==> src/rtl/color_stabilizer_if.sv <==
// Bundle between the color comparator / event consumer (master) and color_stabilizer (slave).
interface color_stabilizer_if;
  logic       sample_valid;
  logic       red;
  logic       green;
  logic       blue;
  logic       purple;
  logic       yellow;
  logic [2:0] stable_code;
  logic       evt_valid;
  logic       evt_ready;
  logic [2:0] evt_code;
  logic       evt_ovf;

  modport master (
    output sample_valid, red, green, blue, purple, yellow, evt_ready,
    input  stable_code, evt_valid, evt_code, evt_ovf
  );

  modport slave (
    input  sample_valid, red, green, blue, purple, yellow, evt_ready,
    output stable_code, evt_valid, evt_code, evt_ovf
  );
endinterface

==> src/rtl/color_stabilizer.sv <==
// Debounces comparator color flags into a committed 3-bit class and raises a valid/ready event per commit.
// Optional macro COLOR_STAB_NONE_EVT_EN: when defined, commits to NONE also raise events.
module color_stabilizer #(
  parameter int HOLD_COUNT = 4,
  parameter int CNT_W      = 8
) (
  input  logic               clk,
  input  logic               rst,
  color_stabilizer_if.slave  bus
);

  localparam logic [2:0] CLS_NONE   = 3'd0;
  localparam logic [2:0] CLS_RED    = 3'd1;
  localparam logic [2:0] CLS_GREEN  = 3'd2;
  localparam logic [2:0] CLS_BLUE   = 3'd3;
  localparam logic [2:0] CLS_PURPLE = 3'd4;
  localparam logic [2:0] CLS_YELLOW = 3'd5;
  localparam logic [CNT_W-1:0] HOLD_C = CNT_W'(HOLD_COUNT);

  typedef enum logic {ST_STABLE, ST_TRACK} state_t;

  state_t           state_reg, state_next;
  logic [2:0]       cand_reg, cand_next;
  logic [CNT_W-1:0] cnt_reg, cnt_next;
  logic [2:0]       stable_reg, stable_next;
  logic             evt_valid_reg, evt_valid_next;
  logic [2:0]       evt_code_reg, evt_code_next;
  logic             evt_ovf_reg, evt_ovf_next;

  logic [2:0]       cls;
  logic [CNT_W-1:0] run_len;
  logic             commit;
  logic             evt_fire;

  always_comb begin
    if (bus.yellow)      cls = CLS_YELLOW;
    else if (bus.purple) cls = CLS_PURPLE;
    else if (bus.red)    cls = CLS_RED;
    else if (bus.green)  cls = CLS_GREEN;
    else if (bus.blue)   cls = CLS_BLUE;
    else                 cls = CLS_NONE;
  end

  always_comb begin
    state_next     = state_reg;
    cand_next      = cand_reg;
    cnt_next       = cnt_reg;
    stable_next    = stable_reg;
    evt_valid_next = evt_valid_reg;
    evt_code_next  = evt_code_reg;
    evt_ovf_next   = evt_ovf_reg;
    run_len        = '0;
    commit         = 1'b0;
    evt_fire       = 1'b0;

    if (bus.sample_valid) begin
      if (cls == stable_reg) begin
        state_next = ST_STABLE;
        cnt_next   = '0;
      end else begin
        // A new or different candidate restarts the run at one sample.
        if (state_reg == ST_STABLE || cls != cand_reg) run_len = CNT_W'(1);
        else                                           run_len = cnt_reg + 1'b1;
        cand_next = cls;
        if (run_len == HOLD_C) begin
          commit      = 1'b1;
          stable_next = cls;
          state_next  = ST_STABLE;
          cnt_next    = '0;
        end else begin
          state_next = ST_TRACK;
          cnt_next   = run_len;
        end
      end
    end

`ifdef COLOR_STAB_NONE_EVT_EN
    evt_fire = commit;
`else
    evt_fire = commit && (cand_next != CLS_NONE);
`endif

    if (evt_fire) begin
      // A pending event being accepted this cycle frees the slot for the new one.
      if (!evt_valid_reg || bus.evt_ready) begin
        evt_valid_next = 1'b1;
        evt_code_next  = cand_next;
      end else begin
        evt_ovf_next = 1'b1;
      end
    end else if (evt_valid_reg && bus.evt_ready) begin
      evt_valid_next = 1'b0;
    end
  end

  always_ff @(posedge clk) begin
    if (rst) begin
      state_reg     <= ST_STABLE;
      cand_reg      <= CLS_NONE;
      cnt_reg       <= '0;
      stable_reg    <= CLS_NONE;
      evt_valid_reg <= 1'b0;
      evt_code_reg  <= CLS_NONE;
      evt_ovf_reg   <= 1'b0;
    end else begin
      state_reg     <= state_next;
      cand_reg      <= cand_next;
      cnt_reg       <= cnt_next;
      stable_reg    <= stable_next;
      evt_valid_reg <= evt_valid_next;
      evt_code_reg  <= evt_code_next;
      evt_ovf_reg   <= evt_ovf_next;
    end
  end

  assign bus.stable_code = stable_reg;
  assign bus.evt_valid   = evt_valid_reg;
  assign bus.evt_code    = evt_code_reg;
  assign bus.evt_ovf     = evt_ovf_reg;

endmodule

==> src/flat_wrapper.sv <==
// flat-port wrapper written by rule: the top's interface ports become plain ports
module color_stabilizer_flat 
#(
  parameter int HOLD_COUNT = 4,
  parameter int CNT_W      = 8
)
  (clk, rst, bus_sample_valid, bus_red, bus_green, bus_blue, bus_purple, bus_yellow, bus_evt_ready, bus_stable_code, bus_evt_valid, bus_evt_code, bus_evt_ovf);
  color_stabilizer_if bus_i ();
  input  logic clk;
  input  logic rst;
  input wire logic [$bits(bus_i.sample_valid)-1:0] bus_sample_valid;
  input wire logic [$bits(bus_i.red)-1:0] bus_red;
  input wire logic [$bits(bus_i.green)-1:0] bus_green;
  input wire logic [$bits(bus_i.blue)-1:0] bus_blue;
  input wire logic [$bits(bus_i.purple)-1:0] bus_purple;
  input wire logic [$bits(bus_i.yellow)-1:0] bus_yellow;
  input wire logic [$bits(bus_i.evt_ready)-1:0] bus_evt_ready;
  output wire logic [$bits(bus_i.stable_code)-1:0] bus_stable_code;
  output wire logic [$bits(bus_i.evt_valid)-1:0] bus_evt_valid;
  output wire logic [$bits(bus_i.evt_code)-1:0] bus_evt_code;
  output wire logic [$bits(bus_i.evt_ovf)-1:0] bus_evt_ovf;
  assign bus_i.sample_valid = bus_sample_valid;
  assign bus_i.red = bus_red;
  assign bus_i.green = bus_green;
  assign bus_i.blue = bus_blue;
  assign bus_i.purple = bus_purple;
  assign bus_i.yellow = bus_yellow;
  assign bus_i.evt_ready = bus_evt_ready;
  assign bus_stable_code = bus_i.stable_code;
  assign bus_evt_valid = bus_i.evt_valid;
  assign bus_evt_code = bus_i.evt_code;
  assign bus_evt_ovf = bus_i.evt_ovf;
  color_stabilizer #(.HOLD_COUNT(HOLD_COUNT), .CNT_W(CNT_W)) u_core (.clk(clk), .rst(rst), .bus(bus_i));
endmodule
==> config.mk <==
export PLATFORM = sky130hd
export DESIGN_NAME = color_stabilizer_flat
export DESIGN_NICKNAME = d
export VERILOG_FILES = /design/src/rtl/color_stabilizer_if.sv /design/src/rtl/color_stabilizer.sv /design/src/flat_wrapper.sv
export SDC_FILE = /design/constraint.sdc
export NUM_CORES = 1
export LEC_CHECK = 0
export ABC_AREA = 1
export CORE_MARGIN = 1
export CORE_UTILIZATION = 45
export CTS_CLUSTER_SIZE = 14
export DETAILED_ROUTE_END_ITERATION = 8
export GPL_TIMING_DRIVEN = 0
export PLACE_DENSITY = 0.71
export SLEW_MARGIN = 20
export SYNTH_ARGS = -nofsm -noshare
export SYNTH_HDL_FRONTEND = slang
export SYNTH_SLANG_ARGS = --single-unit
==> constraint.sdc <==
create_clock -name clk -period 1.8 [get_ports clk]
set_input_delay 0.36 -clock clk [delete_from_list [all_inputs] [get_ports clk]]
set_output_delay 0.36 -clock clk [all_outputs]
set_load 0.05 [all_outputs]
==> results.py <==
metrics = {
    "floorplan": {
        "start_util_pct": 47.3,
        "die_y_um": 53.0,
        "coreArea_um2": 2480,
        "die_area_um2": 2810,
        "fp.dieW_um": 53.0,
        "row_count": 18,
        "pin_count": 17,
    },
    "clock_network": {
        "clkLatencyLatePin_ps": 310,
        "h-tree-depth": 1,
        "path_clk_slew_ps": 120,
        "hold_buffers": 0,
        "numCtsBuffers": 3,
        "cts.path.max_buffers": 2,
        "cts_sinks": 20,
        "cts-root-buf": "clkbuf_4",
        "cts_tree": "built",
    },
    "drt": {
        "drtAntennaViolNets": 0,
        "drc": 0,
        "routedWlPerCell_um": 12.2,
        "num_vias": 1234,
        "totalWireLength_um": 2890,
        "viasPerCell": 5.18,
        "first_iter_violations": 39,
        "dr.pass1.iters": 4,
    },
    "min_path": {
        "hold_class": "flip-flop to flip-flop",
        "min_delay_path_depth": 2,
        "min_to": "u_core.bus.evt_ovf",
        "min-delay-start": "u_core.bus.evt_ovf",
    },
    "logic_synthesis": {
        "synth_seq_cells": 20,
        "yosys.area.top_type": "dfxtp_1",
        "syn_area_um2": 1170,
        "yosysWarnings": 0,
        "synth_cells": 171,
        "yosys-top-cells-area": "dfxtp_1 (34%), nand2_1 (13%), inv_1 (8.3%)",
        "synthesis.nets": 181,
        "synth_edf_count": 0,
        "synth_commonest_cells": "nand2_1 (41), inv_1 (26), nor2_1 (22)",
        "ys_seq_area_share_pct": 34.2,
        "synth_ff_type": "dfxtp_1",
        "ys_types": 28,
        "avgSynthCellArea_um2": 6.85,
        "async_flop_share_pct": 0,
        "synth_most_common_cell": "nand2_1",
        "synth_top_area_share_pct": 34.2,
    },
    "grt": {
        "grt_pass1_wl_um": 4450,
        "grt_pass1_vias": 1106,
        "grt-ovfl-total": 0,
        "antenna_found_initial": 0,
        "grt.total_usage_pct": 21.7,
        "grt_max_degree": 13,
    },
    "power": {
        "p_leak_nw": 0.758,
        "power_density_nw_per_um2": 593,
        "max-vdd-ir-drop_mv": 0.505,
    },
    "cells_and_area": {
        "fin_area_um2": 1670,
        "drive_above_1_share_pct": 31.3,
        "num_antenna_cells": 0,
        "nNetsFinal": 219,
        "area_growth_pct": 42.7,
        "fillers": 204,
        "largest_reg_flops": 8,
    },
    "placed_design": {
        "portBuffers": 16,
        "hpwl_um": 1820,
        "gp_congestion": 0.797,
        "pre_cts_slack_ps": -611,
        "dpl-instance-area_um2": 1370,
    },
    "sta": {
        "worst_pin_slew_ps": 525,
        "timing.fmax_mhz": 523,
        "setup_viol": 5,
        "finalMaxSlewViolations": 0,
        "hold_viol": 0,
        "holdWs_ps": 467,
        "rsz0062_at_grt": "yes",
        "layout_min_cycle_time_ps": 1910,
        "fin_crit_sh_pct": 106,
        "skew_ps": 3.97,
        "setup_tns_ps": -318,
        "setup_slack_ps": -112,
        "slew_headroom_pct": 65.0,
    },
    "critical_path": {
        "cp_slowest_cell": "dfxtp_4",
        "criticalPathCategory": "flip-flop to flip-flop",
        "cp.required_ps": 2010,
        "regToRegSetupSlack_ps": -110,
        "cp_cell_sequence": "ha_4 > nand3_4 > nor2_4 > nand2_2 > xor2_2 > nand2_1 > a21oi_2 > buf_4 > nand4_1 > o21ai_1 > a21oi_2",
        "cp-start-kind": "flip-flop",
        "critPathMaxStageDelay_ps": 380,
        "arrival_ps": 2120,
        "r2r_cells": 11,
        "end_kind": "flip-flop",
        "reg2reg_to": "u_core.bus.stable_code[2]",
        "crit_fanout": 4,
        "crit_top_cell": "a21oi_2",
        "reg2reg_from": "u_core.cnt_reg[1]",
    },
    "flow_run": {
        "cap_violations": 0,
    },
    "outcome": {
        "outcome": "finished, violations left",
        "failed_checks": "setup timing",
    },
}
==> layer usage <==
metal  share of wire [%]  routed length, um  vias up  track usage, %
met3                 3.9                113        7            2.87
li1                    -                  -      618               -
met4                 2.0                 57        0            11.8
met5                   0                  0        -               0
met2                  51               1480       31            36.3
met1                  43               1240      578            26.5
==> layout by cell type (no fill, tap or decap), types with 6 or more instances in the layout <==
| cell type | instances |
|---|---|
| nand3_1 | 6 |
| dlygate4sd2_1 | 9 |
| inv_1 | 26 |
| nand2_2 | 15 |
| a21oi_1 | 9 |
| dfxtp_1 | 16 |
| nand4_1 | 6 |
| buf_4 | 15 |
| nor2_1 | 20 |
| nand2_1 | 27 |
==> critical path: cells and delay by family (launching register included) <==
kind	cells	cell delay (ps)
AO/OA/AOI/OAI	3	460
adder cells (fa/ha/maj)	1	150
flip-flops	1	380
buffers and inverters	1	150
AND/OR/NAND/NOR	5	510
XOR/XNOR	1	160
==> worst max-delay path by stage <==
stage / startpoint / end / slack (ps) / cells after the start
after floorplan: u_core.bus.stable_code[2] / u_core.bus.evt_code[0] / 30 / 13
after global placement: bus_purple / u_core.bus.evt_code[2] / -570 / 15
after detailed placement: bus_purple / u_core.bus.evt_code[2] / -610 / 15
after CTS: u_core.cnt_reg[1] / u_core.bus.evt_code[2] / -80 / 13
after global routing: u_core.cnt_reg[1] / u_core.bus.stable_code[2] / -220 / 11
final: u_core.cnt_reg[1] / u_core.bus.stable_code[2] / -110 / 11
==> logic make-up after synthesis <==
group / synth area share (%)
buffers and inverters: 10.3
XOR/XNOR: 2.99
AND/OR/NAND/NOR: 41.2
adder cells (fa/ha/maj): 1.07
AO/OA/AOI/OAI: 10.3
flip-flops: 34.2
==> report_power, final <==
group	switching [mW]	internal, mW
Clock	0.147	0.225
Sequential	0.00606	0.449
Combinational	0.0960	0.0679
==> area by class of cell <==
class	count	area [um^2]	area share (%)
Multi-Input combinational cell	119	762	45.6
Sequential cell	20	410	24.6
Timing Repair Buffer	33	284	17.0
Inverter	31	121	7.26
Tap cell	30	37.5	2.25
Clock inverter	1	30.0	1.80
Clock buffer	3	22.5	1.35
Buffer	1	3.75	0.225
==> per-stage QoR <==
stage | util (%) | total power [mW] | instances
finish | 67.5 | 0.991 | 238
CTS | 61.9 | 0.975 | 229
floorplan | - | 0.545 | 171
detailed placement | 55.3 | 0.586 | 217
global placement | 55.3 | 0.583 | 217
global route | 67.5 | 1.03 | 238
==> what timing repair did <==
action                                  in CTS  in global routing
buffers inserted                             8                  9
resized for setup                           29                 26
endpoints found under the setup margin      19                 14
pin swaps                                   18                 26
Power figures use the tool's default switching activity.
